[src/rtl/cafeteira_multidose.sv]
// -----------------------------------------------------------------------------
// cafeteira_multidose
//
// Multi-dose coffee maker controller. A job serves `doses` cups (0 means one).
// Each dose runs: measure water level -> measure cup presence -> pump ->
// heat until the boiler reports temperature -> open the valve -> count.
// The two ultrasonic sensors are measured by pulsing their trigger and timing
// the width of the returned echo. A long water echo means the reservoir is
// empty and a long (or missing) cup echo means there is no cup; both park the
// controller in an error state until a new preparar edge retries the dose.
//
// Ports
//   clock, reset        : single clock domain, asynchronous active-high reset
//   preparar            : start/retry request (level, only the synchronized
//                         rising edge is acted upon; OCIOSO and error states
//                         are the only states that listen to it)
//   doses, modo         : job parameters, sampled once when a job starts
//   echo_agua           : water-level sensor echo (asynchronous)
//   echo_xicara         : cup sensor echo (asynchronous)
//   fim_temperatura     : boiler reached temperature (asynchronous)
//   trigger_agua/xicara : sensor trigger pulses, TRIG_CYC clocks long
//   bomba/ebulidor/valvula : pump, boiler, valve (at most one high at a time)
//   erro_sem_agua/xicara: error flags, held while in the matching error state
//   pronto              : controller idle
//   fim                 : one-cycle pulse when the last dose of a job is done
//   doses_feitas        : doses completed in the current job
// -----------------------------------------------------------------------------
module cafeteira_multidose #(
    parameter int DOSE_W            = 3,
    parameter int TRIG_CYC          = 500,
    parameter int ECHO_MAX_CYC      = 1_500_000,
    parameter int AGUA_LIMIAR_CYC   = 60_000,
    parameter int XICARA_LIMIAR_CYC = 30_000,
    parameter int BOMBA_CYC         = 50_000_000,
    parameter int VALV_CURTO_CYC    = 100_000_000,
    parameter int VALV_LONGO_CYC    = 200_000_000
) (
    input  logic              clock,
    input  logic              reset,
    input  logic              preparar,
    input  logic [DOSE_W-1:0] doses,
    input  logic              modo,
    input  logic              echo_agua,
    input  logic              echo_xicara,
    input  logic              fim_temperatura,
    output logic              trigger_agua,
    output logic              trigger_xicara,
    output logic              bomba,
    output logic              ebulidor,
    output logic              valvula,
    output logic              erro_sem_agua,
    output logic              erro_sem_xicara,
    output logic              pronto,
    output logic              fim,
    output logic [DOSE_W-1:0] doses_feitas
);

    // One shared duration counter, wide enough for the largest duration or
    // threshold so that no count or comparison can wrap.
    localparam int MAX_1   = (TRIG_CYC > ECHO_MAX_CYC) ? TRIG_CYC : ECHO_MAX_CYC;
    localparam int MAX_2   = (MAX_1 > AGUA_LIMIAR_CYC) ? MAX_1 : AGUA_LIMIAR_CYC;
    localparam int MAX_3   = (MAX_2 > XICARA_LIMIAR_CYC) ? MAX_2 : XICARA_LIMIAR_CYC;
    localparam int MAX_4   = (MAX_3 > BOMBA_CYC) ? MAX_3 : BOMBA_CYC;
    localparam int MAX_5   = (MAX_4 > VALV_CURTO_CYC) ? MAX_4 : VALV_CURTO_CYC;
    localparam int MAX_CYC = (MAX_5 > VALV_LONGO_CYC) ? MAX_5 : VALV_LONGO_CYC;
    localparam int CNT_W   = $clog2(MAX_CYC) + 1;

    localparam logic [CNT_W-1:0] TRIG_LAST  = CNT_W'(TRIG_CYC - 1);
    localparam logic [CNT_W-1:0] ECHO_MAX   = CNT_W'(ECHO_MAX_CYC);
    localparam logic [CNT_W-1:0] WAIT_LAST  = CNT_W'(ECHO_MAX_CYC - 1);
    localparam logic [CNT_W-1:0] AGUA_LIM   = CNT_W'(AGUA_LIMIAR_CYC);
    localparam logic [CNT_W-1:0] XIC_LIM    = CNT_W'(XICARA_LIMIAR_CYC);
    localparam logic [CNT_W-1:0] BOMBA_LAST = CNT_W'(BOMBA_CYC - 1);
    localparam logic [CNT_W-1:0] CURTO_LAST = CNT_W'(VALV_CURTO_CYC - 1);
    localparam logic [CNT_W-1:0] LONGO_LAST = CNT_W'(VALV_LONGO_CYC - 1);

    typedef enum logic [3:0] {
        OCIOSO, MEDE_AGUA, MEDE_XICARA, BOMBEIA, AQUECE,
        SERVE, CONTA, ERRO_AGUA, ERRO_XICARA
    } state_t;

    // Sub-phases of a sensor measurement: trigger pulse, wait for the echo
    // to rise, then time the echo width.
    typedef enum logic [1:0] {PH_TRIG, PH_WAIT, PH_LARG} phase_t;

    state_t             state_q, state_d;
    phase_t             phase_q, phase_d;
    logic [CNT_W-1:0]   cnt_q, cnt_d;
    logic [DOSE_W-1:0]  req_q, req_d;
    logic [DOSE_W-1:0]  feitas_q, feitas_d;
    logic               modo_q, modo_d;

    logic [1:0]         agua_sync_q, agua_sync_d;
    logic [1:0]         xic_sync_q, xic_sync_d;
    logic [1:0]         temp_sync_q, temp_sync_d;
    logic [2:0]         prep_sync_q, prep_sync_d;

    logic               agua_s, xic_s, temp_s, prep_rise, echo_sel;
    logic [DOSE_W-1:0]  feitas_inc;
    logic [CNT_W-1:0]   valv_last;

    logic               meas_done;
    logic [CNT_W-1:0]   meas_width;
    phase_t             meas_phase_d;
    logic [CNT_W-1:0]   meas_cnt_d;

    // ---------------------------------------------------------------------
    // Input conditioning
    // ---------------------------------------------------------------------
    always_comb begin
        agua_sync_d = {agua_sync_q[0], echo_agua};
        xic_sync_d  = {xic_sync_q[0], echo_xicara};
        temp_sync_d = {temp_sync_q[0], fim_temperatura};
        prep_sync_d = {prep_sync_q[1:0], preparar};
    end

    assign agua_s     = agua_sync_q[1];
    assign xic_s      = xic_sync_q[1];
    assign temp_s     = temp_sync_q[1];
    // Third flop only serves the edge detector.
    assign prep_rise  = prep_sync_q[1] & ~prep_sync_q[2];
    assign echo_sel   = (state_q == MEDE_XICARA) ? xic_s : agua_s;
    assign feitas_inc = feitas_q + DOSE_W'(1);
    assign valv_last  = modo_q ? LONGO_LAST : CURTO_LAST;

    // ---------------------------------------------------------------------
    // Echo measurement. meas_width is only meaningful when meas_done is set.
    // A missing echo and a saturated echo both report ECHO_MAX.
    // ---------------------------------------------------------------------
    always_comb begin
        meas_done    = 1'b0;
        meas_width   = cnt_q;
        meas_phase_d = phase_q;
        meas_cnt_d   = cnt_q + CNT_W'(1);
        case (phase_q)
            PH_TRIG: begin
                if (cnt_q == TRIG_LAST) begin
                    meas_phase_d = PH_WAIT;
                    meas_cnt_d   = '0;
                end
            end
            PH_WAIT: begin
                if (echo_sel) begin
                    // The first high sample already counts towards the width.
                    meas_phase_d = PH_LARG;
                    meas_cnt_d   = CNT_W'(1);
                end else if (cnt_q == WAIT_LAST) begin
                    meas_done  = 1'b1;
                    meas_width = ECHO_MAX;
                end
            end
            PH_LARG: begin
                if (!echo_sel) begin
                    meas_done  = 1'b1;
                    meas_width = cnt_q;
                end else if (cnt_q == ECHO_MAX) begin
                    meas_done  = 1'b1;
                    meas_width = ECHO_MAX;
                end
            end
            default: begin
                meas_phase_d = PH_TRIG;
                meas_cnt_d   = '0;
            end
        endcase
    end

    // ---------------------------------------------------------------------
    // State register
    // ---------------------------------------------------------------------
    always_ff @(posedge clock or posedge reset) begin
        if (reset) begin
            state_q     <= OCIOSO;
            phase_q     <= PH_TRIG;
            cnt_q       <= '0;
            req_q       <= '0;
            feitas_q    <= '0;
            modo_q      <= 1'b0;
            agua_sync_q <= '0;
            xic_sync_q  <= '0;
            temp_sync_q <= '0;
            prep_sync_q <= '0;
        end else begin
            state_q     <= state_d;
            phase_q     <= phase_d;
            cnt_q       <= cnt_d;
            req_q       <= req_d;
            feitas_q    <= feitas_d;
            modo_q      <= modo_d;
            agua_sync_q <= agua_sync_d;
            xic_sync_q  <= xic_sync_d;
            temp_sync_q <= temp_sync_d;
            prep_sync_q <= prep_sync_d;
        end
    end

    // ---------------------------------------------------------------------
    // Next state. The counter returns to zero on every state change, so each
    // timed state starts counting from zero.
    // ---------------------------------------------------------------------
    always_comb begin
        state_d  = state_q;
        phase_d  = phase_q;
        cnt_d    = '0;
        req_d    = req_q;
        feitas_d = feitas_q;
        modo_d   = modo_q;
        case (state_q)
            OCIOSO: begin
                if (prep_rise) begin
                    req_d    = (doses == '0) ? DOSE_W'(1) : doses;
                    modo_d   = modo;
                    feitas_d = '0;
                    phase_d  = PH_TRIG;
                    state_d  = MEDE_AGUA;
                end
            end
            MEDE_AGUA, MEDE_XICARA: begin
                phase_d = meas_phase_d;
                cnt_d   = meas_cnt_d;
                if (meas_done) begin
                    phase_d = PH_TRIG;
                    cnt_d   = '0;
                    if (state_q == MEDE_AGUA)
                        state_d = (meas_width > AGUA_LIM) ? ERRO_AGUA : MEDE_XICARA;
                    else
                        state_d = (meas_width >= XIC_LIM) ? ERRO_XICARA : BOMBEIA;
                end
            end
            BOMBEIA: begin
                if (cnt_q == BOMBA_LAST) state_d = AQUECE;
                else                     cnt_d   = cnt_q + CNT_W'(1);
            end
            AQUECE: begin
                if (temp_s) state_d = SERVE;
            end
            SERVE: begin
                if (cnt_q == valv_last) state_d = CONTA;
                else                    cnt_d   = cnt_q + CNT_W'(1);
            end
            CONTA: begin
                feitas_d = feitas_inc;
                phase_d  = PH_TRIG;
                state_d  = (feitas_inc == req_q) ? OCIOSO : MEDE_AGUA;
            end
            ERRO_AGUA, ERRO_XICARA: begin
                // Retry the current dose; completed doses are kept.
                if (prep_rise) begin
                    phase_d = PH_TRIG;
                    state_d = MEDE_AGUA;
                end
            end
            default: begin
                phase_d = PH_TRIG;
                state_d = OCIOSO;
            end
        endcase
    end

    // ---------------------------------------------------------------------
    // Outputs: decoded straight from the registered state, so a reset drops
    // every actuator as soon as the state flops clear.
    // ---------------------------------------------------------------------
    always_comb begin
        trigger_agua    = 1'b0;
        trigger_xicara  = 1'b0;
        bomba           = 1'b0;
        ebulidor        = 1'b0;
        valvula         = 1'b0;
        erro_sem_agua   = 1'b0;
        erro_sem_xicara = 1'b0;
        pronto          = 1'b0;
        fim             = 1'b0;
        case (state_q)
            OCIOSO:      pronto          = 1'b1;
            MEDE_AGUA:   trigger_agua    = (phase_q == PH_TRIG);
            MEDE_XICARA: trigger_xicara  = (phase_q == PH_TRIG);
            BOMBEIA:     bomba           = 1'b1;
            AQUECE:      ebulidor        = 1'b1;
            SERVE:       valvula         = 1'b1;
            CONTA:       fim             = (feitas_inc == req_q);
            ERRO_AGUA:   erro_sem_agua   = 1'b1;
            ERRO_XICARA: erro_sem_xicara = 1'b1;
            default:     pronto          = 1'b0;
        endcase
    end

    assign doses_feitas = feitas_q;

endmodule

[config.mk]
export PLATFORM = sky130hd
export DESIGN_NAME = cafeteira_multidose
export DESIGN_NICKNAME = d
export VERILOG_FILES = /design/src/rtl/cafeteira_multidose.sv
export SDC_FILE = /design/constraint.sdc
export NUM_CORES = 1
export LEC_CHECK = 0
export ABC_AREA = 0
export CORE_MARGIN = 2
export CORE_UTILIZATION = 57
export CTS_CLUSTER_SIZE = 24
export DETAILED_ROUTE_END_ITERATION = 10
export PLACE_DENSITY = 0.78
export REMOVE_ABC_BUFFERS = 1
export SYNTH_ARGS = -nofsm -noshare
export SYNTH_HDL_FRONTEND = slang
export SYNTH_SLANG_ARGS = --single-unit
export TNS_END_PERCENT = 50
[constraint.sdc]
create_clock -name clock -period 2.5 [get_ports clock]
set_clock_uncertainty 0.15 [all_clocks]
set_input_delay 0.5 -clock clock [delete_from_list [all_inputs] [get_ports clock]]
set_output_delay 0.5 -clock clock [all_outputs]
set_load 0.02 [all_outputs]
==> metrics.yaml, run 1 <==
cap_viol_max_count: 0
drt-wirelength-per-cell_um: 15.45
fin_util_pct: 71.08
grt_pass1_wl_um: 11410
postRouteAntennaNets: 0
violations: "setup timing"
fin_cells: 448
synth_commonest_cells: "dfrtp_1, nor2_1, nand2_1"
rsz0062_at_grt: "true"
critPathLaunchType: "flop"
antenna_found_initial: 0
hold_slack_ps: 208.8
yosysWarnings: 0
syn_inst: 335
switchingPower_mw: 1.344
first_pass_iters: 4
diodes: 0
power_mw: 3.256
area_delta_synth_final_pct: 19.82
synth_top_area_share_pct: 41.85
yosys.area_share.simple_pct: 28.64
required_ps: 2550
synth_top_family_by_area: "simple AND/OR/NAND/NOR gates"
path_class: "reg -> reg"
muxShareOfSynthArea_pct: 2.503
power-per-cell-area_nw_per_um2: 891.2
post-route-drc-count: 0
dominantRegCellSynth: "dfrtp_1"
synthArstFlopShare_pct: 100.0
num_rows: 26
maxSlewHeadroom_pct: 68.14
start_util_pct: 59.32
die_w_um: 77.14
core_um2: 5140
fill_cells: 417
fin_crit_sh_pct: 100.1
syn_avg_cell_area_um2: 9.102
vias_per_cell: 5.676
end_kind: "flop"
tightest_slew_ps: 477.2
ir_worst_vdd_uv: 653.2
p_seq_share_pct: 34.2
dp_hpwl_um: 4998
cellLeakagePower_nw: 1.608
grt.total_usage_pct: 23.86
fin_nets: 395
grt_pass1_vias: 2443
final_max_slew_viol_count: 0
htree_levels: 2
synth.top_cells.by_area: "dfrtp_1, nor2_1, xor2_1"
grt_max_degree: 31
drt_iter0_drc: 241
path_max_fanout: 9
synthAdderAreaFrac_pct: 3.283
io_buffer_count: 21
clkPwrFrac_pct: 15.2
clock_latency_ps: 310
clock.fmax_mhz: 399.4
switching_share_pct: 41.29
synth_seq_cells: 51
vias: 2543
outcome: "complete, but fails checks"
hold_path_class: "reg -> reg"
place_congestion: 0.9476
synth_cell_type_count: 54
cts_tree: "yes"
numCtsBuffers: 5
setup_viol_count_final: 1
internal_power_mw: 1.912
mappedNetlistArea_um2: 3049
ys_seq_area_share_pct: 41.85
root_buffer: "clkbuf_8"
clkTransAtPathRegs_ps: 100
post-place-ws_ps: 60.52
drive_gt1_share_pct: 17.99
synth_edf_count: 0
synth_compound_area_share_pct: 9.561
cp.arrival_ps: 2560
p_comb_share_pct: 50.6
ios: 22
dp_cells: 432
finalHoldViolCount: 0
overflow: 0
synth_top_cell_by_area: "dfrtp_1"
synth.most_common_cell: "dfrtp_1"
synthXorXnorAreaFrac_pct: 8.904
wirelength_um: 6923
clock-sinks: 51
cts_buffer_depth: 2
die_area_um2: 5951
die_h_um: 77.14
period_needed_ps: 2504
setup_ws_ps: -3.513
-- power by group through the flow --
stage          Sequential [mW]  Clock (mW)  Combinational, mW
2_1_floorplan             1.12           0              0.922
3_3_place_gp              1.12           0               1.45
3_5_place_dp              1.13           0               1.48
4_1_cts                   1.12       0.500               1.46
5_1_grt                   1.14       0.534               1.79
6_report                  1.11       0.494               1.65
-- layout by cell type (no fill, tap or decap), types with 9 or more instances in the layout --
cell type / n
o21ai_0: 9
nand2_1: 30
dfrtp_1: 48
xor2_1: 16
xnor2_1: 15
nor2_1: 46
buf_4: 30
inv_1: 13
and3_1: 10
nand4_1: 12
nand3_1: 13
clkdlybuf4s50_1: 12
-- cell families after synthesis --
family | count (synthesis)
flip-flops | 51
buffers and inverters | 33
AO/OA/AOI/OAI | 40
multiplexers | 7
adder cells (fa/ha/maj) | 8
AND/OR/NAND/NOR | 165
XOR/XNOR | 31
-- metrics by stage --
step | area (um2) | setup TNS [ps]
2_1_floorplan | 2942 | -1251
3_3_place_gp | 3452 | 0
3_5_place_dp | 3452 | 0
4_1_cts | 3545 | 0
5_1_grt | 3654 | -1121
6_report | 3654 | -3.513
-- layer usage --
layer	vias up	part of all wire, %	GRT usage (%)
met4	0	1.7	8.750
met2	72	48	38.61
met1	1216	46	32.75
met5	-	0	0
met3	14	4.3	3.294
li1	1241	-	-
-- path summary, 6_finish.rpt --
path                          startpoint       endpoint  slack (ps)  cells after the start
min                        xic_sync_q[0]  xic_sync_q[1]         210                      0
max reg2reg                   state_q[2]     phase_q[0]          -4                      7
max                           state_q[2]     phase_q[0]          -4                      7
min in group asynchronous          reset      cnt_q[18]         370                      2
max in group asynchronous          reset     state_q[2]        1310                      3
min reg2reg                xic_sync_q[0]  xic_sync_q[1]         210                      0
-- worst max-delay path, cell delays in order, from the launching register on --
cell	delay, ps
dfrtp_2	500
or4b_1	580
o2bb2ai_2	170
inv_1	50
a31o_2	240
buf_4	150
o21ai_1	200
mux2_1	350
-- timing repair --
item                                    4_1_cts  5_1_grt
hold buffers                                  0        0
endpoints found under the setup margin        9       33
setup buffers                                 0        8
resized for setup                            12       15
pin swaps                                     0        3
-- state kept, by name, summed over array words and instances (netlist names) --
register and count:
temp_sync_q 2, cnt_q 29, state_q 4, xic_sync_q 2, req_q 3, agua_sync_q 2
modo_q 1, doses_feitas 3, prep_sync_q 3, phase_q 2
-- area by class of cell --
| type | instances | area, um2 | area share (%) |
|---|---|---|---|
| sequential | 51 | 1280 | 35.03 |
| multi-input combinational | 251 | 1672 | 45.75 |
| clock inverter | 3 | 23.77 | 0.6507 |
| timing repair buffer | 54 | 469.2 | 12.84 |
| inverter | 14 | 52.55 | 1.438 |
| clock buffer | 5 | 68.82 | 1.884 |
| tap | 70 | 87.58 | 2.397 |
Note: power is estimated with default switching activity, not from simulation.
==> run 2: changes to the inputs <==
--- a/config.mk
+++ b/config.mk
@@ -15,4 +15,4 @@
 export SYNTH_ARGS = -nofsm -noshare
 export SYNTH_HDL_FRONTEND = slang
 export SYNTH_SLANG_ARGS = --single-unit
-export TNS_END_PERCENT = 50
+export TNS_END_PERCENT = 100
==> metrics.yaml, run 2 (synthesis results as in run 1) <==
clkTransAtPathRegs_ps: 100
antenna_found_initial: 0
outcome: "complete, but fails checks"
cts_buffer_depth: 2
post-route-drc-count: 0
setup_ws_ps: -4.203
grt_max_degree: 31
end_kind: "flop"
start_util_pct: 59.32
ir_worst_vdd_uv: 653.0
tightest_slew_ps: 477.6
clock.fmax_mhz: 399.3
cellLeakagePower_nw: 1.608
largest_register: "cnt_q"
first_pass_iters: 5
fin_cells: 448
grt_pass1_wl_um: 11410
grt_pass1_vias: 2443
io_buffer_count: 21
die_w_um: 77.14
rsz0062_at_grt: "true"
drt-wirelength-per-cell_um: 15.45
dp_hpwl_um: 4998
cts_tree: "yes"
clock-sinks: 51
path_class: "reg -> reg"
maxSlewHeadroom_pct: 68.11
die_h_um: 77.14
area_delta_synth_final_pct: 19.90
final_area_um2: 3656
fin_util_pct: 71.13
postRouteAntennaNets: 0
cp.arrival_ps: 2560
fin_crit_sh_pct: 100.2
dp_cells: 432
clock_latency_ps: 310
wirelength_um: 6921
layout_common_cells: "dfrtp_1, nor2_1, nand2_1, buf_4, xor2_1"
setup_viol_count_final: 1
finalHoldViolCount: 0
htree_levels: 2
numCtsBuffers: 5
final_max_slew_viol_count: 0
overflow: 0
grt.total_usage_pct: 23.86
cap_viol_max_count: 0
hold_path_class: "reg -> reg"
period_needed_ps: 2504
final_common_cell: "dfrtp_1"
place_congestion: 0.9476
core_um2: 5140
ios: 22
required_ps: 2550
power-per-cell-area_nw_per_um2: 890.3
fin_nets: 395
postPlaceCellArea_um2: 3452
vias: 2546
root_buffer: "clkbuf_8"
path_max_fanout: 9
drive_gt1_share_pct: 18.25
vias_per_cell: 5.683
diodes: 0
cts_hold_buffers: 0
reg_top3: "cnt_q: 29 flops, state_q: 4 flops"
num_rows: 26
violations: "setup timing"
critPathLaunchType: "flop"
die_area_um2: 5951
drt_iter0_drc: 196
largest_register_ffs: 29
## run 2: cell count changes in the layout (fill, tap and decap cells not counted)
| cell | previous run | this run |
|---|---|---|
| nor2_2 | 4 | 5 |
| nor2_1 | 46 | 45 |
## run 2: through the flow
stage / hold slack, ps / TNS [ps] / setup WS [ps] / total power, mW
floorplan: 181.2 / -1251 / -44.96 / 2.044
global placement: 182.5 / 0 / 109.8 / 2.574
detailed placement: 187.8 / 0 / 60.52 / 2.612
CTS: 210.5 / 0 / 11.02 / 3.086
global route: 227.6 / -1121 / -74.15 / 3.464
finish: 208.8 / -4.203 / -4.203 / 3.255
## run 2: layout make-up
type | count | area [um2]
clock inverter | 3 | 23.77
clock buffer | 5 | 68.82
fill | 416 | 1484
multi-input combinational | 251 | 1674
tap | 70 | 87.58
sequential | 51 | 1280
inverter | 14 | 52.55
timing repair buffer | 54 | 469.2
## run 2: path summary, 6_finish.rpt
check	startpoint	end	slack [ps]	depth (start not counted)
worst max-delay path	state_q[2]	phase_q[0]	-4	7
worst min-delay path	xic_sync_q[0]	xic_sync_q[1]	210	0
worst max register to register	state_q[2]	phase_q[0]	-4	7
worst min register to register	xic_sync_q[0]	xic_sync_q[1]	210	0
max in group asynchronous	reset	state_q[2]	1300	3
min in group asynchronous	reset	cnt_q[18]	370	2
## run 2: what timing repair did
action                                  CTS  global route
setup buffers                             0             8
hold endpoints to repair                  0             0
pin swaps                                 0             2
endpoints found under the setup margin    9            33
resized for setup                        12            16
## run 2: power breakdown
part	leakage (nW)	internal [mW]	switching, mW
Sequential	0.667	0.947	0.165
Clock	0.0408	0.201	0.292
Combinational	0.900	0.764	0.886
## run 2: layer usage
metal	vias up	wire length, um	global-route usage, %
met2	66	3341	38.61
met5	-	0	0
met4	0	107	8.750
li1	1245	-	-
met3	12	264	3.294
met1	1223	3208	32.75
## run 2: worst max-delay path: stages, from the launching register on
cell	delay, ps
dfrtp_2	500
or4b_1	580
o2bb2ai_2	170
inv_1	50
a31o_2	240
buf_4	150
o21ai_1	200
mux2_1	350
